## src/rtl/pc_ifid_stage_pkg.sv

```systemverilog
// -----------------------------------------------------------------------------
// pc_ifid_stage_pkg
// Shared types and constants for the fetch stage (PC register + IF/ID register).
//   ifs_state_e   : stall-episode tracker states (RUN / STALL / FLUSH)
//   NOP_INS       : instruction word written into IF/ID on a flush (sll $0,$0,0)
//   STALL_LEN_SAT : saturation value of the stall-length counter
//   word_align()  : clears the byte-offset bits of a redirect target
//   stall_len_inc(): saturating increment of the stall-length counter
// -----------------------------------------------------------------------------
package pc_ifid_stage_pkg;

    typedef enum logic [1:0] {
        IFS_RUN   = 2'b00,
        IFS_STALL = 2'b01,
        IFS_FLUSH = 2'b10
    } ifs_state_e;

    localparam logic [31:0] NOP_INS       = 32'h0000_0000;
    localparam logic [7:0]  STALL_LEN_SAT = 8'd255;
    localparam logic [31:0] PC_STEP       = 32'd4;

    // Redirect targets are word addresses; the low two bits carry no meaning.
    function automatic logic [31:0] word_align(input logic [31:0] addr);
        return addr & 32'hFFFF_FFFC;
    endfunction

    function automatic logic [7:0] stall_len_inc(input logic [7:0] len);
        if (len == STALL_LEN_SAT) begin
            return STALL_LEN_SAT;
        end else begin
            return len + 8'd1;
        end
    endfunction

endpackage

```

## src/rtl/pc_ifid_stage_perf_counter.sv

```systemverilog
// -----------------------------------------------------------------------------
// perf_counter
// Free-running event counter with synchronous clear; wraps at 2^W.
// Ports:
//   clk    in  1  clock
//   i_clr  in  1  synchronous clear (highest priority)
//   i_inc  in  1  count enable for this cycle
//   o_cnt  out W  current count (registered)
// -----------------------------------------------------------------------------
module perf_counter #(
    parameter int W = 32
) (
    input  logic         clk,
    input  logic         i_clr,
    input  logic         i_inc,
    output logic [W-1:0] o_cnt
);

    logic [W-1:0] r_cnt;

    // Count register: clear, increment, or hold.
    always_ff @(posedge clk) begin
        if (i_clr) begin
            r_cnt <= '0;
        end else if (i_inc) begin
            r_cnt <= r_cnt + {{(W-1){1'b0}}, 1'b1};
        end else begin
            r_cnt <= r_cnt;
        end
    end

    assign o_cnt = r_cnt;

endmodule

```

## src/rtl/pc_ifid_stage.sv

```systemverilog
// -----------------------------------------------------------------------------
// pc_ifid_stage
// Owns the program counter and the IF/ID pipeline register. Applies the hazard
// unit's PCWr/IFIDWr holds, ID-stage redirects (branch/jump/jr), inserts NOP
// bubbles on a redirect, tracks stall episodes and raises a sticky watchdog
// flag when a stall runs for MAX_STALL consecutive cycles.
//
// Optional feature macro: PERF_CNT_EN (performance counters). When undefined
// the Perf* outputs are tied to zero.
//
// Ports:
//   clk           in   1      clock, rising edge
//   rst           in   1      synchronous active-high reset
//   PCWr          in   1      1 = PC may advance
//   IFIDWr        in   1      1 = IF/ID may load
//   Redirect      in   1      ID resolved a taken branch/jump this cycle
//   RedirectPC    in   32     redirect target (bits [1:0] ignored)
//   IMIns         in   32     instruction memory data at PC
//   PC            out  32     fetch address
//   IFIDPC        out  32     PC of the instruction in IF/ID
//   IFIDPCPlus4   out  32     IFIDPC + 4, registered
//   IFIDIns       out  32     instruction in IF/ID (NOP when bubble)
//   IFIDValid     out  1      IFIDIns is a real fetched instruction
//   StallTimeout  out  1      sticky runaway-stall flag, cleared by rst only
//   PerfStallCnt  out  CNT_W  cycles with PCWr==0 and no Redirect
//   PerfFlushCnt  out  CNT_W  cycles with Redirect==1
//   PerfFetchCnt  out  CNT_W  cycles IF/ID loaded a valid instruction
// -----------------------------------------------------------------------------
module pc_ifid_stage
    import pc_ifid_stage_pkg::*;
#(
    parameter logic [31:0] RESET_PC  = 32'h0000_3000,
    parameter int          MAX_STALL = 16,
    parameter int          CNT_W     = 32
) (
    input  logic             clk,
    input  logic             rst,
    input  logic             PCWr,
    input  logic             IFIDWr,
    input  logic             Redirect,
    input  logic [31:0]      RedirectPC,
    input  logic [31:0]      IMIns,
    output logic [31:0]      PC,
    output logic [31:0]      IFIDPC,
    output logic [31:0]      IFIDPCPlus4,
    output logic [31:0]      IFIDIns,
    output logic             IFIDValid,
    output logic             StallTimeout,
    output logic [CNT_W-1:0] PerfStallCnt,
    output logic [CNT_W-1:0] PerfFlushCnt,
    output logic [CNT_W-1:0] PerfFetchCnt
);

    localparam logic [7:0] MAX_STALL_L = 8'(MAX_STALL);

    logic [31:0] r_pc;
    logic [31:0] r_ifid_pc;
    logic [31:0] r_ifid_pc4;
    logic [31:0] r_ifid_ins;
    logic        r_ifid_valid;
    logic        r_timeout;
    ifs_state_e  r_state;
    logic [7:0]  r_stall_len;

    ifs_state_e  w_state_nxt;
    logic [7:0]  w_stall_len_nxt;
    logic [31:0] w_pc_plus4;
    logic [31:0] w_redirect_pc;
    logic        w_pc_hold;
    logic        w_timeout_hit;

    assign w_pc_plus4    = r_pc + PC_STEP;
    assign w_redirect_pc = word_align(RedirectPC);
    // PCWr=1 with IFIDWr=0 is not a legal hazard-unit combination; freezing
    // the PC as well keeps PC and IF/ID consistent instead of skipping a slot.
    assign w_pc_hold     = !PCWr || !IFIDWr;

    // PC register: reset > redirect > hold > sequential advance.
    always_ff @(posedge clk) begin
        if (rst) begin
            r_pc <= RESET_PC;
        end else if (Redirect) begin
            r_pc <= w_redirect_pc;
        end else if (w_pc_hold) begin
            r_pc <= r_pc;
        end else begin
            r_pc <= w_pc_plus4;
        end
    end

    // IF/ID register: reset > flush to bubble > hold > load the fetched slot.
    // On a flush only the instruction/valid are cleared; the PC fields keep
    // their previous value since nothing downstream uses them for a bubble.
    always_ff @(posedge clk) begin
        if (rst) begin
            r_ifid_pc    <= 32'h0000_0000;
            r_ifid_pc4   <= 32'h0000_0000;
            r_ifid_ins   <= NOP_INS;
            r_ifid_valid <= 1'b0;
        end else if (Redirect) begin
            r_ifid_pc    <= r_ifid_pc;
            r_ifid_pc4   <= r_ifid_pc4;
            r_ifid_ins   <= NOP_INS;
            r_ifid_valid <= 1'b0;
        end else if (!IFIDWr) begin
            r_ifid_pc    <= r_ifid_pc;
            r_ifid_pc4   <= r_ifid_pc4;
            r_ifid_ins   <= r_ifid_ins;
            r_ifid_valid <= r_ifid_valid;
        end else begin
            r_ifid_pc    <= r_pc;
            r_ifid_pc4   <= w_pc_plus4;
            r_ifid_ins   <= IMIns;
            r_ifid_valid <= 1'b1;
        end
    end

    // Stall-episode tracker: next state and stall length. A redirect always
    // wins so a flush is never swallowed by a concurrent stall request.
    always_comb begin
        w_state_nxt     = r_state;
        w_stall_len_nxt = r_stall_len;
        case (r_state)
            IFS_RUN, IFS_FLUSH: begin
                if (Redirect) begin
                    w_state_nxt     = IFS_FLUSH;
                    w_stall_len_nxt = 8'd0;
                end else if (!PCWr) begin
                    w_state_nxt     = IFS_STALL;
                    w_stall_len_nxt = 8'd1;
                end else begin
                    w_state_nxt     = IFS_RUN;
                    w_stall_len_nxt = 8'd0;
                end
            end
            IFS_STALL: begin
                if (Redirect) begin
                    w_state_nxt     = IFS_FLUSH;
                    w_stall_len_nxt = 8'd0;
                end else if (!PCWr) begin
                    w_state_nxt     = IFS_STALL;
                    w_stall_len_nxt = stall_len_inc(r_stall_len);
                end else begin
                    w_state_nxt     = IFS_RUN;
                    w_stall_len_nxt = 8'd0;
                end
            end
            default: begin
                w_state_nxt     = IFS_RUN;
                w_stall_len_nxt = 8'd0;
            end
        endcase
    end

    // Watchdog fires on the edge where the stall length becomes MAX_STALL.
    always_comb begin
        if ((w_state_nxt == IFS_STALL) && (w_stall_len_nxt == MAX_STALL_L)) begin
            w_timeout_hit = 1'b1;
        end else begin
            w_timeout_hit = 1'b0;
        end
    end

    // Tracker state register.
    always_ff @(posedge clk) begin
        if (rst) begin
            r_state     <= IFS_RUN;
            r_stall_len <= 8'd0;
        end else begin
            r_state     <= w_state_nxt;
            r_stall_len <= w_stall_len_nxt;
        end
    end

    // Sticky watchdog flag; only reset clears it.
    always_ff @(posedge clk) begin
        if (rst) begin
            r_timeout <= 1'b0;
        end else if (w_timeout_hit) begin
            r_timeout <= 1'b1;
        end else begin
            r_timeout <= r_timeout;
        end
    end

    assign PC           = r_pc;
    assign IFIDPC       = r_ifid_pc;
    assign IFIDPCPlus4  = r_ifid_pc4;
    assign IFIDIns      = r_ifid_ins;
    assign IFIDValid    = r_ifid_valid;
    assign StallTimeout = r_timeout;

`ifdef PERF_CNT_EN
    logic w_stall_inc;
    logic w_flush_inc;
    logic w_fetch_inc;

    assign w_stall_inc = !PCWr && !Redirect;
    assign w_flush_inc = Redirect;
    assign w_fetch_inc = IFIDWr && !Redirect;

    perf_counter #(.W(CNT_W)) u_stall_cnt (
        .clk   (clk),
        .i_clr (rst),
        .i_inc (w_stall_inc),
        .o_cnt (PerfStallCnt)
    );

    perf_counter #(.W(CNT_W)) u_flush_cnt (
        .clk   (clk),
        .i_clr (rst),
        .i_inc (w_flush_inc),
        .o_cnt (PerfFlushCnt)
    );

    perf_counter #(.W(CNT_W)) u_fetch_cnt (
        .clk   (clk),
        .i_clr (rst),
        .i_inc (w_fetch_inc),
        .o_cnt (PerfFetchCnt)
    );
`else
    assign PerfStallCnt = '0;
    assign PerfFlushCnt = '0;
    assign PerfFetchCnt = '0;
`endif

endmodule
```

## config.mk

```make
export PLATFORM = sky130hd
export DESIGN_NAME = pc_ifid_stage
export DESIGN_NICKNAME = d
export VERILOG_FILES = /design/src/rtl/pc_ifid_stage_pkg.sv /design/src/rtl/pc_ifid_stage_perf_counter.sv /design/src/rtl/pc_ifid_stage.sv
export SDC_FILE = /design/constraint.sdc
export NUM_CORES = 1
export LEC_CHECK = 0
export ABC_AREA = 1
export BUFFER_PORTS_ARGS = -buffer_cell sky130_fd_sc_hd__clkbuf_2
export CORE_ASPECT_RATIO = 0.6
export CORE_MARGIN = 4
export CORE_UTILIZATION = 52
export DETAILED_ROUTE_END_ITERATION = 16
export GPL_ROUTABILITY_DRIVEN = 0
export PLACE_DENSITY = 0.86
export SYNTH_ARGS = -nofsm -noshare
export SYNTH_HDL_FRONTEND = slang
export SYNTH_SLANG_ARGS = --single-unit
```

## constraint.sdc

```tcl
create_clock -name clk -period 3.4 [get_ports clk]
set_input_delay 0.68 -clock clk [delete_from_list [all_inputs] [get_ports clk]]
set_output_delay 0.68 -clock clk [all_outputs]
set_load 0.02 [all_outputs]
```

After elaboration in Yosys (flattened, before gate mapping)
Index checks and enable logic that the tools add are counted.
W data, S select, Z words.

operators by class
  $add $sub $neg = 2
  muxes and demuxes = 12
  eq/ne operators = 6
  bitwise operators = 1
  reduce and logical (&&, ||, !) cells = 9

operator list
  cell                     count
  $mux W32                 2
  $add A32 B3 Y32 const B  1
  $mux W8                  3
  $pmux W8 S2              1
  $add A8 B1 Y8 const B    1
  $eq A8 B5 Y1 const B     1
  $eq A8 B8 Y1 const B     1
  $eq A2 B1 Y1 const B     2
  $mux W1                  4
  $mux W2                  2
  $reduce_or A2 Y1         2
  $reduce_or A3 Y1         1
  $eq A2 B2 Y1 const B     1
  $logic_not A1 Y1         2
  $logic_not A2 Y1         1
  $ne A2 B2 Y1 const B     1
  $reduce_and A2 Y1        1
  $logic_and A1 B1 Y1      1
  $logic_or A1 B1 Y1       1
  $not A1 Y1               1

word-level totals
  input bits = 69
  flip-flop bits (word level) = 140
  output and inout port bits = 226
  word-level logic and storage cells = 39

Longest topological paths before layout
  word-level depth = 8
  gate-level depth with buffers = 10
  gate-level depth less buffers = 10

Least setup slack after synthesis
No wires, ideal clock.

  path kind = register to register
  from = register r_pc[2] (netlist: PC[2])
  to = register r_pc[16] (netlist: PC[16])
  library setup time = 0.128 ns
  slack = 1.678 ns
  stages on the path, launching flop included = 8
  path buffers = 0
  arrival time = 1.595 ns
  clock period less this slack = 1.722 ns
  required time = 3.272 ns
  path through = dfxtp_1 ha_1 nand3_2 nor2_2 nand3_1 xor2_1 a21oi_1 nor2_1

between the ends
  word-level cells in the longest chain between the ends = 3

RTL lines
  what                      line                 source
  start: declaration        pc_ifid_stage.sv:56  logic [31:0] r_pc;
  start signal: assignment  pc_ifid_stage.sv:83  r_pc <= w_redirect_pc;
  start signal: assignment  pc_ifid_stage.sv:85  r_pc <= r_pc;
  start signal: assignment  pc_ifid_stage.sv:87  r_pc <= w_pc_plus4;
  $add A32 B3 Y32           pc_ifid_stage.sv:72  assign w_pc_plus4 = r_pc + PC_STEP;
  $mux W32                  pc_ifid_stage.sv:84  end else if (w_pc_hold) begin
  $mux W32                  pc_ifid_stage.sv:82  end else if (Redirect) begin

Every way passes these cells. The select of a mux whose other input is x is not followed.
A chain may end at the register's enable or synchronous reset.

Worst setup path after layout
  from = register r_pc[2] (netlist: PC[2])
  to = register r_pc[18] (netlist: PC[18])

The elaborated chain is that of the path after synthesis.

==> metrics <==
status complete, no violations; Max stage delay on crit path approximately 0.55 ns; Longest Clk Path Bufs 2; Max Slew Vio Count 0; mean post-synth cell area roughly 6.9 µm²; Routed Wire Length between 20000 and 25000 µm; RSZ-0062 raised after global routing false; FF+latch count, synth 134; clock-pin slew of the registers on the worst-case setup and hold paths ~0.070 ns; Synth cell types 32; Final Hold Viols 0; Mapped Area roughly 6700 µm²; leakage power approximately 3.9 nW; Max Clk Rate around 450 MHz; pin count of the biggest net entering global routing 66; area of the multi-input gates between 3000 and 4000 µm²; r2r worst-path depth 8; Core ar. between 10000 and 15000 µm²; Final Power slightly above 4 mW; # hold bufs at CTS 0; IO Pins between 200 and 300; drt pass-1 iters 6; Area Growth Syn to Fin 18.3%; arrival time of the worst setup path 2.55 ns; Routed Antenna Nets 0; die area approximately 15000 µm²; leading area contributor after synthesis dfxtp_1; Critical Path Start Type flip-flop; VDD IR-drop max 0.317 mV; FF+latch area around 2700 µm²; CTS root buf clkbuf_16; max_slew headroom approximately a third; Worst setup EP type flip-flop; GRT Overall Usage between 20% and 30%; CP Cell Sequence ha_1 -> nand3_2 -> inv_2 -> nand2_2 -> nor2_1 -> xor2_1 -> nand2_1 -> a21oi_1; Die W ~150 µm; # Post-CTS Setup Buffers 0; DR vias/cell roughly 5; Crit Path Max Fanout 9; Max Clock Skew 0.0162 ns; Max Cap Violations 0; critical path class reg -> reg; Critical Path RT between 3 and 4 ns; final instance area 7900 µm²; Synth Area in Simple Gates between 20 and 25%; DRT iter0 DRCs between 500 and 600; Final setup viols 0; PwrDens between 500 and 600 nW/µm²; share of post-route cells with drive strength above 1 22.1%; Synth Area in Adders less than 1%; fin crit share about 65%; Routed WL per cell roughly 16 µm; mux contribution to synthesized area 0%; post-synthesis sequential area ratio 40.2%; xor and xnor area share after synthesis roughly 2.0%; setup TNS 0 ns; CTS tree done; Crit path depth 8; DP Area between 7000 and 8000 µm²; Syn. warnings 0; Starting Density 54.3%; Die H about 96 µm; worst min path class reg -> reg; fillers roughly 1100; global-route wire length before repair 31000 µm; min cycle time layout between 2 and 2.5 ns; Layout Nets roughly 1200; compound-gate portion of the synthesized area 14.0%; flop-to-flop setup slack around 1.2 ns; initial antenna violation count 0; ANT cells 0; DR vias around 6600; Slew @ Worst Pin between 1 and 1.5 ns; Final Util between 60% and 70%; post-synth top area share 40.2%; Setup crit start PC[2]$_SDFFE_PP0P_; Buf/Inv on CP 1; Remaining Overflow, GRT 0; Crit Reg-Reg Startpoint PC[2]$_SDFFE_PP0P_; CP delay by family, top flip-flops; largest family of logic cells by synthesized area simple AND/OR/NAND/NOR gates; clk_lat worst skew 0.43 ns; post-CTS sizing 0; H-Tree Level Count 4; Slowest cell on crit path dfxtp_1; site row count 31; synth top area cells dfxtp_1 (40%), nand2_1 (13%), buf_4 (11%); Syn Inst Count slightly below 1000; vias in the first global route just under 6000; DP Wirelength 15700 µm; Num CTS Buffers 17; CTS sink count 134; R2R Path End PC[18]$_SDFFE_PP0P_; DRC 0; Port Buffers 190; CP endpoint PC[18]$_SDFFE_PP0P_
power by group:
part / leakage [nW] / internal, mW / switching, mW
combinational: 2.57 / 0.160 / 0.464
sequential: 1.10 / 1.65 / 0.0694
clock: 0.258 / 0.952 / 0.770
per-stage QoR:
stage	hold WS [ns]	instances	setup WS [ns]
detailed placement	0.447	1286	0.938
global route	0.480	1318	1.15
global placement	0.438	1286	0.981
CTS	0.456	1318	1.32
finish	0.459	1318	1.20
floorplan	0.476	1064	1.68
area by class of cell:
cell class,count,area share (%)
clock buffer,18,5.43
clock inverter,14,1.46
inverter,94,4.47
multi-input combinational,694,39.2
sequential,134,34.0
tap,165,2.61
timing repair buffer,199,12.9
flip-flops by register name, indices dropped and copies added, names as in the netlist:
name,flops
IFIDIns,32
IFIDValid,1
r_state,2
StallTimeout,1
IFIDPC,30
r_stall_len,8
IFIDPCPlus4,30
PC,30
worst min path at each step:
| stage | start | depth (start not counted) | end | slack (ns) |
|---|---|---|---|---|
| finish | IFIDIns[14]$_SDFFE_PP0P_ | 2 | IFIDIns[14]$_SDFFE_PP0P_ | 0.46 |
| global route | IFIDIns[18]$_SDFFE_PP0P_ | 2 | IFIDIns[18]$_SDFFE_PP0P_ | 0.48 |
| global placement | StallTimeout$_SDFFE_PP0P_ | 2 | StallTimeout$_SDFFE_PP0P_ | 0.44 |
| floorplan | r_state[1]$_SDFF_PP0_ | 3 | r_state[1]$_SDFF_PP0_ | 0.48 |
| detailed placement | StallTimeout$_SDFFE_PP0P_ | 2 | StallTimeout$_SDFFE_PP0P_ | 0.45 |
| CTS | StallTimeout$_SDFFE_PP0P_ | 2 | StallTimeout$_SDFFE_PP0P_ | 0.46 |
routing by layer:
layer	track usage (%)	up-vias	wire length [µm]
li1	-	3188	-
met4	5.58	0	255
met1	37.8	3039	8960
met3	11.0	29	2830
met2	39.3	387	8810
met5	0	-	0
cells in the final DEF, fill, tap and decap left out, types with 3 or more instances in the layout:
master / instances
dfxtp_1: 134
nand2_2: 5
nand2_1: 225
clkinvlp_4: 4
a21oi_1: 88
clkbuf_2: 190
inv_2: 8
nor3_2: 4
inv_1: 86
a31oi_1: 7
o21ai_0: 74
conb_1: 102
buf_4: 9
nor2_1: 111
nor2_2: 3
xor2_1: 13
nor3_1: 13
o21ai_1: 6
clkbuf_16: 17
nand3_1: 25
inv_6: 6
worst min-delay path: cells and delay by family, from the launching register on:
| kind | cells | cell delay (ns) |
|---|---|---|
| and+or+nand+nor | 1 | 0.06 |
| DFF | 1 | 0.30 |
| AOI/OAI and AO/OA | 1 | 0.05 |
cells in the mapped netlist:
master      n
o21ai_1     6
nor2_4      2
nand2_2     5
o21bai_1    1
a22o_1      1
a21oi_1    88
a221oi_1    1
buf_1       5
a31oi_1     7
nand4_1     2
a22oi_1     1
nand3_1    25
nand3_2     2
xor2_1     13
inv_1      86
dfxtp_1   134
buf_4     102
xnor2_1     2
nor2_1    111
nor3_2      4
nor2_2      3
conb_1      1
nand2_1   225
buf_2      10
o211ai_1    2
clkbuf_1   25
nor3_4      1
o21ai_0    74
inv_2       8
ha_1        2
nor3_1     13
nand3b_1    1
cell families (layout without fill, tap and decap cells):
family                   after synthesis  in the layout
AND/OR/NAND/NOR                      394            394
AO/OA/AOI/OAI                        181            181
flip-flops                           134            134
buffers and inverters                236            325
adder cells (fa/ha/maj)                2              2
XOR/XNOR                              15             15
other                                  1            102
Note: power is estimated with default switching activity, not from simulation.
